--- src/rtl/serial_adder_pkg.sv ---
// serial_adder_pkg: shared state encoding and default width for the bit-serial adder
package serial_adder_pkg;
  localparam int DEFAULT_WIDTH = 8;
  localparam logic [1:0] ST_IDLE = 2'd0;
  localparam logic [1:0] ST_RUN = 2'd1;
  localparam logic [1:0] ST_DONE = 2'd2;
  typedef enum logic [1:0] {IDLE = ST_IDLE, RUN = ST_RUN, DONE = ST_DONE} state_t;
endpackage

--- src/rtl/serial_adder_ctrl_fa_cell.sv ---
// fa_cell: combinational 1-bit full adder shared by every bit position
module fa_cell (
  input  logic a,
  input  logic b,
  input  logic ci,
  output logic s,
  output logic co
);
  assign s = a ^ b ^ ci;
  assign co = (a & b) | (ci & (a ^ b));
endmodule

--- src/rtl/serial_adder_ctrl.sv ---
// serial_adder_ctrl: LSB-first bit-serial adder with valid/ready handshakes; SERIAL_ADDER_SUB_EN adds a subtract port
module serial_adder_ctrl
  import serial_adder_pkg::*;
#(
  parameter int WIDTH = DEFAULT_WIDTH
) (
  input  logic             clk,
  input  logic             rst,
  input  logic             in_valid,
  output logic             in_ready,
  input  logic [WIDTH-1:0] a,
  input  logic [WIDTH-1:0] b,
  input  logic             ci,
`ifdef SERIAL_ADDER_SUB_EN
  input  logic             sub,
`endif
  output logic             out_valid,
  input  logic             out_ready,
  output logic [WIDTH-1:0] s,
  output logic             c,
  output logic             busy
);
  localparam int CW = $clog2(WIDTH);
  state_t state;
  logic [CW-1:0] cnt;
  logic [WIDTH-1:0] a_sh, b_sh, b_in;
  logic carry, ci_in, fa_s, fa_co, last;
`ifdef SERIAL_ADDER_SUB_EN
  assign b_in = sub ? ~b : b;
  assign ci_in = sub | ci;
`else
  assign b_in = b;
  assign ci_in = ci;
`endif
  assign last = cnt == CW'(WIDTH - 1);
  assign in_ready = state == IDLE;
  assign out_valid = state == DONE;
  assign busy = state != IDLE;
  fa_cell u_fa (.a(a_sh[0]), .b(b_sh[0]), .ci(carry), .s(fa_s), .co(fa_co));
  // capture on accept, then one sum bit per RUN cycle into s from the MSB end
  always_ff @(posedge clk or posedge rst) begin
    if (rst) begin
      state <= IDLE;
      cnt <= '0;
      carry <= 1'b0;
      a_sh <= '0;
      b_sh <= '0;
      s <= '0;
      c <= 1'b0;
    end else if (state == IDLE && in_valid) begin
      state <= RUN;
      cnt <= '0;
      carry <= ci_in;
      a_sh <= a;
      b_sh <= b_in;
    end else if (state == RUN) begin
      s <= {fa_s, s[WIDTH-1:1]};
      carry <= fa_co;
      a_sh <= a_sh >> 1;
      b_sh <= b_sh >> 1;
      cnt <= last ? cnt : cnt + 1'b1;
      if (last) begin
        state <= DONE;
        c <= fa_co;
      end
    end else if (state == DONE && out_ready) begin
      state <= IDLE;
    end
  end
endmodule

--- config.mk ---
export PLATFORM = sky130hd
export DESIGN_NAME = serial_adder_ctrl
export DESIGN_NICKNAME = d
export VERILOG_FILES = /design/src/rtl/serial_adder_pkg.sv /design/src/rtl/serial_adder_ctrl_fa_cell.sv /design/src/rtl/serial_adder_ctrl.sv
export SDC_FILE = /design/constraint.sdc
export NUM_CORES = 1
export LEC_CHECK = 0
export CAP_MARGIN = 10
export CORE_MARGIN = 3
export CORE_UTILIZATION = 45
export DETAILED_ROUTE_END_ITERATION = 10
export PLACE_DENSITY = 0.75
export SYNTH_ARGS = -nofsm -noshare
export SYNTH_HDL_FRONTEND = slang
export SYNTH_SLANG_ARGS = --single-unit
--- constraint.sdc ---
create_clock -name clk -period 1.4 [get_ports clk]
set_clock_uncertainty 0.15 [all_clocks]
set_input_delay 0.28 -clock clk [delete_from_list [all_inputs] [get_ports clk]]
set_output_delay 0.28 -clock clk [all_outputs]
set_load 0.02 [all_outputs]
==> flow_summary.ini, run 1 <==
[power_and_ir_drop]
clock_power_share_pct = 10.8
leakage_nw = 1.01
powerDensity_nw_per_um2 = 2390
seqPwrFrac_pct = 29.9
power.switching_mw = 2.11
ir_worst_vdd_v = 0.00105
comb_power_share_pct = 59.2
swShare_pct = 38.8
p_int_mw = 3.32

[routing]
drt_iter0_drc = 62
wl_per_cell_um = 16.1
antenna_left = 0
wl_mm = 3.79
dr.pass1.iters = 6
post-route-drc-count = 0
viasPerCell = 5.49
dr_total_vias = 1289

[clock_tree]
cts-root-buf = clkbuf_4
cts.sinks = 31
cts_hold_buf = 0
htreeDepth = 2
clkSlewWorstSetupHoldPaths_ns = 0.10
cts_tree = yes
clk_latency_ns = 0.33
cts_buffers = 5
clockBufferDepth = 2

[sta]
rsz0062_at_grt = yes
period_share_pct = 113
maxSlewViolCount = 0
holdWs_ns = 0.132
min_period_ns = 1.58
setup-tns-final_ns = -2.88
setup_viol = 29
slew_headroom_pct = 75.5
setup_ws_ns = -0.181
finalHoldViolCount = 0
fmax_mhz = 633
tightest_slew_ns = 0.362

[global_route]
grt_max_degree = 32
grt_pass1_wl_mm = 5.82
grt_usage_pct = 18.8
antenna_found_initial = 0
grt_use_met3_pct = 4.68
grt.overflow.total = 0
top_usage_layer = met2
grt_pass1_vias = 1276
grt.met2_usage_pct = 32.9
met1_usage_pct = 21.1

[worst_setup_path]
rrSetupSlack_ns = -0.15
cp-end-kind = primary output
cp_max_fo = 4
crit_required_ns = 0.97
crit_type = reg -> out
arrival_ns = 1.15
critPathLaunchType = register

[synthesis]
synth_area_leaders = dfrtp_1, nor4b_1, inv_1, mux2_1, a221oi_1
synth_cell_type_count = 32
synthesis.area_um2 = 1550
synth_edf_count = 0
async_reset_ff_share_pct = 100
synth_nets = 159
ys_seq_area_share_pct = 50.0
synth-seq-cells = 31
ys.flop_type = dfrtp_1
netlist.area_leader.share_pct = 50.0
syn_inst = 135
ys_warn_count = 0
synth_top_area_cell = dfrtp_1
syn_avg_cell_area_um2 = 11.5

[die]
ios = 33
core_area_um2 = 3180
initial_core_util_pct = 48.8
fp.dieW_um = 64.7
num_rows = 20
die_area_um2 = 4190
die_h_um = 64.7

[run]
drv_cap = 0

[placement]
place_area_um2 = 2000
numPortBuffers = 32
hpwl_mm = 2.41
routabilityCongestion = 0.752

[layout]
diodes = 0
design_area_um2 = 2270
fin_nets = 214
syn2layout_area_growth_pct = 46.7
drive_above_1_share_pct = 44.5

[run_status]
outcome = finished with violations
violations = setup timing

[worst_hold_path]
hold_class = in -> async
## registers in the layout, summed over array words and instances, names as in the netlist
register and flops:
s 8, state 2, carry 1, cnt 3, b_sh 8, c 1, a_sh 8
## power groups by stage
| stage | Clock (mW) | Sequential [mW] | Combinational, mW |
|---|---|---|---|
| 2_1_floorplan | 0 | 1.73 | 1.59 |
| 3_3_place_gp | 0 | 1.60 | 2.38 |
| 3_5_place_dp | 0 | 1.62 | 2.51 |
| 4_1_cts | 0.599 | 1.60 | 2.78 |
| 5_1_grt | 0.651 | 1.68 | 3.50 |
| 6_report | 0.588 | 1.63 | 3.22 |
## cell usage after synthesis, types with 2 or more instances
master	count
dfrtp_1	31
inv_1	20
nor4b_1	9
nor2_1	7
a221oi_1	6
mux2_1	6
nor2b_1	6
a222oi_1	5
buf_2	5
buf_6	3
mux2_2	3
nand2b_1	3
nand3_1	3
o221ai_1	3
a211oi_1	2
a21oi_1	2
a32o_1	2
buf_4	2
ha_1	2
nand2_1	2
nor3b_1	2
## metal layers
layer	vias up	share of wire (%)	routed length [µm]
li1	601	-	-
met5	-	0	0
met2	43	51	1940
met1	634	41	1540
met3	11	5.5	207
met4	0	2.6	97
## kinds of logic (layout without fill, tap and decap cells)
group           count (synthesis)  count (layout)  share of synthesized area, %
simple gates                   37              38                          15.7
flops                          31              31                          50.0
buf+inv                        30              85                          9.60
compound gates                 25              25                          15.3
mux                             9               9                          6.54
fa+ha+maj                       3               3                          2.91
## metrics by stage
stage          cells  total power, mW  setup WS (ns)  utilization [%]
3_5_place_dp     216             4.13         -0.355             62.9
4_1_cts          229             4.98         -0.160             67.7
6_report         235             5.43         -0.181             71.6
2_1_floorplan    135             3.32        -0.0175                -
5_1_grt          235             5.83         -0.228             71.6
3_3_place_gp     216             3.98         -0.325             62.9
## cell type report
cell class,count,area [µm²]
multi-input cells,75,796
repair buffers,57,502
fillers,241,903
clock buffers,8,68.8
well taps,44,55.1
flip-flops and latches,31,778
inverters,20,75.1
## worst paths after layout
path | start | end | depth (start not counted)
worst max-delay path | state[0]$_DFFE_PP0P_ | busy | 3
worst min-delay path | rst | s[1]$_DFFE_PP0P_ | 3
worst min register to register | b_sh[7]$_DFFE_PP0P_ | b_sh[7]$_DFFE_PP0P_ | 1
worst max register to register | state[1]$_DFFE_PP0P_ | carry$_DFFE_PP0P_ | 3
max in group asynchronous | rst | state[1]$_DFFE_PP0P_ | 3
min in group clk | b_sh[7]$_DFFE_PP0P_ | b_sh[7]$_DFFE_PP0P_ | 1
## cells in the final DEF (no fill, tap or decap), drive strengths merged, types with 2 or more instances in the layout
master         count
buf               37
dfrtp             31
clkdlybuf4s50     20
inv               20
mux2               9
nor4b              9
nor2               8
clkbuf             8
a221oi             7
nor2b              6
a222oi             5
o221ai             3
nand2b             3
nand3              3
nor3b              2
a32o               2
nand2              2
a211oi             2
and2b              2
a21oi              2
ha                 2
## critical path, stage by stage, from the launching register on
cell     delay (ns)
dfrtp_2        0.46
nor2_4         0.18
inv_2          0.06
buf_6          0.13
## timing repair
item	in CTS	in global routing
buffers inserted	5	5
hold endpoints to repair	0	0
cloned	0	1
endpoints found under the setup margin	42	34
gates resized for setup	72	19
pin swaps	1	0
Power figures use the tool's default switching activity.
==> inputs of run 2 (changes only) <==
--- a/config.mk
+++ b/config.mk
@@ -9,7 +9,7 @@
 export CORE_MARGIN = 3
 export CORE_UTILIZATION = 45
 export DETAILED_ROUTE_END_ITERATION = 10
-export PLACE_DENSITY = 0.75
+export PLACE_DENSITY_LB_ADDON = 0.3
 export SYNTH_ARGS = -nofsm -noshare
 export SYNTH_HDL_FRONTEND = slang
 export SYNTH_SLANG_ARGS = --single-unit
==> constraint.sdc (replaced) <==
create_clock -name clk -period 1.4 [get_ports clk]
set_clock_uncertainty 0.15 [all_clocks]
set_input_delay 0.28 -clock clk [delete_from_list [all_inputs] [get_ports clk]]
set_output_delay 0.28 -clock clk [all_outputs]
set_load 0.005 [all_outputs]
==> run 2 against run 1 <==
Against the previous run: the run still ends with setup timing left; clock power is 9.5% lower; register-to-register slack worse by 0.11 ns; design area up 3.6%; clock-buffer cell count decreased by 2; global-route usage increased by 2.0 points; first-iteration DRC count rose by 90%; critical endpoint is now carry$_DFFE_PP0P_; largest power group unchanged.
==> flow_summary.ini, run 2 (synthesis results as in run 1) <==
[power_and_ir_drop]
ir_worst_vdd_v = 0.00115
power.switching_mw = 2.01
comb_power_share_pct = 60.5
clock_power_share_pct = 9.8
leakage_nw = 1.05
powerDensity_nw_per_um2 = 2300
swShare_pct = 37.0
finalPower_mw = 5.42
seqPwrFrac_pct = 29.7
p_int_mw = 3.41

[clock_tree]
cts_tree = yes
clkSlewWorstSetupHoldPaths_ns = 0.10
cts_buffers = 5
cts.sinks = 31
clockBufferDepth = 2
cts-root-buf = clkbuf_4
htreeDepth = 2
cts_hold_buf = 0
clk_latency_ns = 0.33

[worst_setup_path]
cp-end-kind = register
arrival_ns = 1.73
rrSetupSlack_ns = -0.26
cp_max_fo = 12
crit_required_ns = 1.47
critPathLaunchType = register
crit_type = reg -> reg

[global_route]
grt_pass1_wl_mm = 6.69
grt.overflow.total = 0
antenna_found_initial = 0
grt_usage_pct = 20.8
grt_pass1_vias = 1380
grt_max_degree = 32

[layout]
mostFrequentLayoutCell = dfrtp_1
most-common-layout-cells = dfrtp_1, clkdlybuf4s50_1, buf_4
drive_above_1_share_pct = 42.3
fin_nets = 218
finalNonFillerCells = 238
diodes = 0
reg_top3 = a_sh x8, b_sh x8, s x8
syn2layout_area_growth_pct = 52.1

[sta]
period_share_pct = 118
setup-tns-final_ns = -5.40
tightest_slew_ns = 0.348
rsz0062_at_grt = yes
min_period_ns = 1.66
setup_viol = 33
slew_headroom_pct = 76.5
setup_ws_ns = -0.257
maxSlewViolCount = 0
finalHoldViolCount = 0
fmax_mhz = 604

[die]
ios = 33
fp.dieW_um = 64.7
die_h_um = 64.7
num_rows = 20
die_area_um2 = 4190
initial_core_util_pct = 48.8
core_area_um2 = 3180

[run_status]
violations = setup timing
outcome = finished with violations

[routing]
antenna_left = 0
wl_mm = 3.88
viasPerCell = 5.42
dr_total_vias = 1289
wl_per_cell_um = 16.3
post-route-drc-count = 0
drt_iter0_drc = 118
dr.pass1.iters = 4

[worst_hold_path]
hold_class = in -> async

[placement]
dp.cells = 217
hpwl_mm = 2.37
numPortBuffers = 32
post-place-ws_ns = -0.403
routabilityCongestion = 0.697

[run]
drv_cap = 0
## run 2: cell count changes in the layout (fill, tap and decap cells not counted), sizes merged
cell / change
clkdlybuf4s15: +3
clkinv: +1
clkbuf: +3
buf: -4
## run 2: worst paths after layout
check                                      from                  end  cells past startpoint
max reg2reg                state[1]$_DFFE_PP0P_    carry$_DFFE_PP0P_                      4
min reg2reg                 b_sh[7]$_DFFE_PP0P_  b_sh[7]$_DFFE_PP0P_                      1
min in group clk            b_sh[7]$_DFFE_PP0P_  b_sh[7]$_DFFE_PP0P_                      1
max                        state[1]$_DFFE_PP0P_    carry$_DFFE_PP0P_                      4
min                                         rst  b_sh[7]$_DFFE_PP0P_                      3
max in group asynchronous                   rst   cnt[0]$_DFFE_PP0P_                      3
## run 2: final cells by class
type,count,area (µm²)
Timing Repair Buffer,61,566
Clock buffer,6,51.3
Inverter,20,75.1
Tap cell,44,55.1
Fill cell,231,821
Clock inverter,1,5.00
Sequential cell,31,776
Multi-Input combinational cell,75,830
## run 2: metal layers
metal  track usage [%]  vias to the layer above  share of wire [%]
met5                 0                        -                  0
met4              5.54                        0               0.80
met3              5.55                        2                5.6
met2              37.1                       43                 53
met1              24.7                      641                 40
li1                  -                      603                  -
## run 2: critical path: stages (launching register included)
cell and delay, ns:
dfrtp_1 0.42, buf_6 0.13, buf_4 0.16, or4b_1 0.53
o221a_2 0.15
## run 2: through the flow
step / hold WS [ns] / utilization, % / cell area [µm²]
after floorplan: 0.220 / - / 1570
after global placement: 0.319 / 63.3 / 2010
after detailed placement: 0.333 / 63.3 / 2010
after CTS: 0.138 / 70.9 / 2250
after global routing: 0.150 / 74.2 / 2360
final: 0.138 / 74.2 / 2360
## run 2: power groups by stage
stage / clock, mW / sequential (mW) / combinational, mW
after floorplan: 0 / 1.58 / 1.54
after global placement: 0 / 1.58 / 2.27
after detailed placement: 0 / 1.62 / 2.38
after CTS: 0.552 / 1.60 / 2.96
after global routing: 0.593 / 1.66 / 3.57
final: 0.532 / 1.61 / 3.28
## run 2: repair_timing
item / 4_1_cts / 5_1_grt
setup endpoints to repair: 38 / 40
gates cloned: 1 / 0
setup buffers: 7 / 6
pin swaps: 7 / 5
gates resized for setup: 59 / 21
hold endpoints to repair: 0 / 0
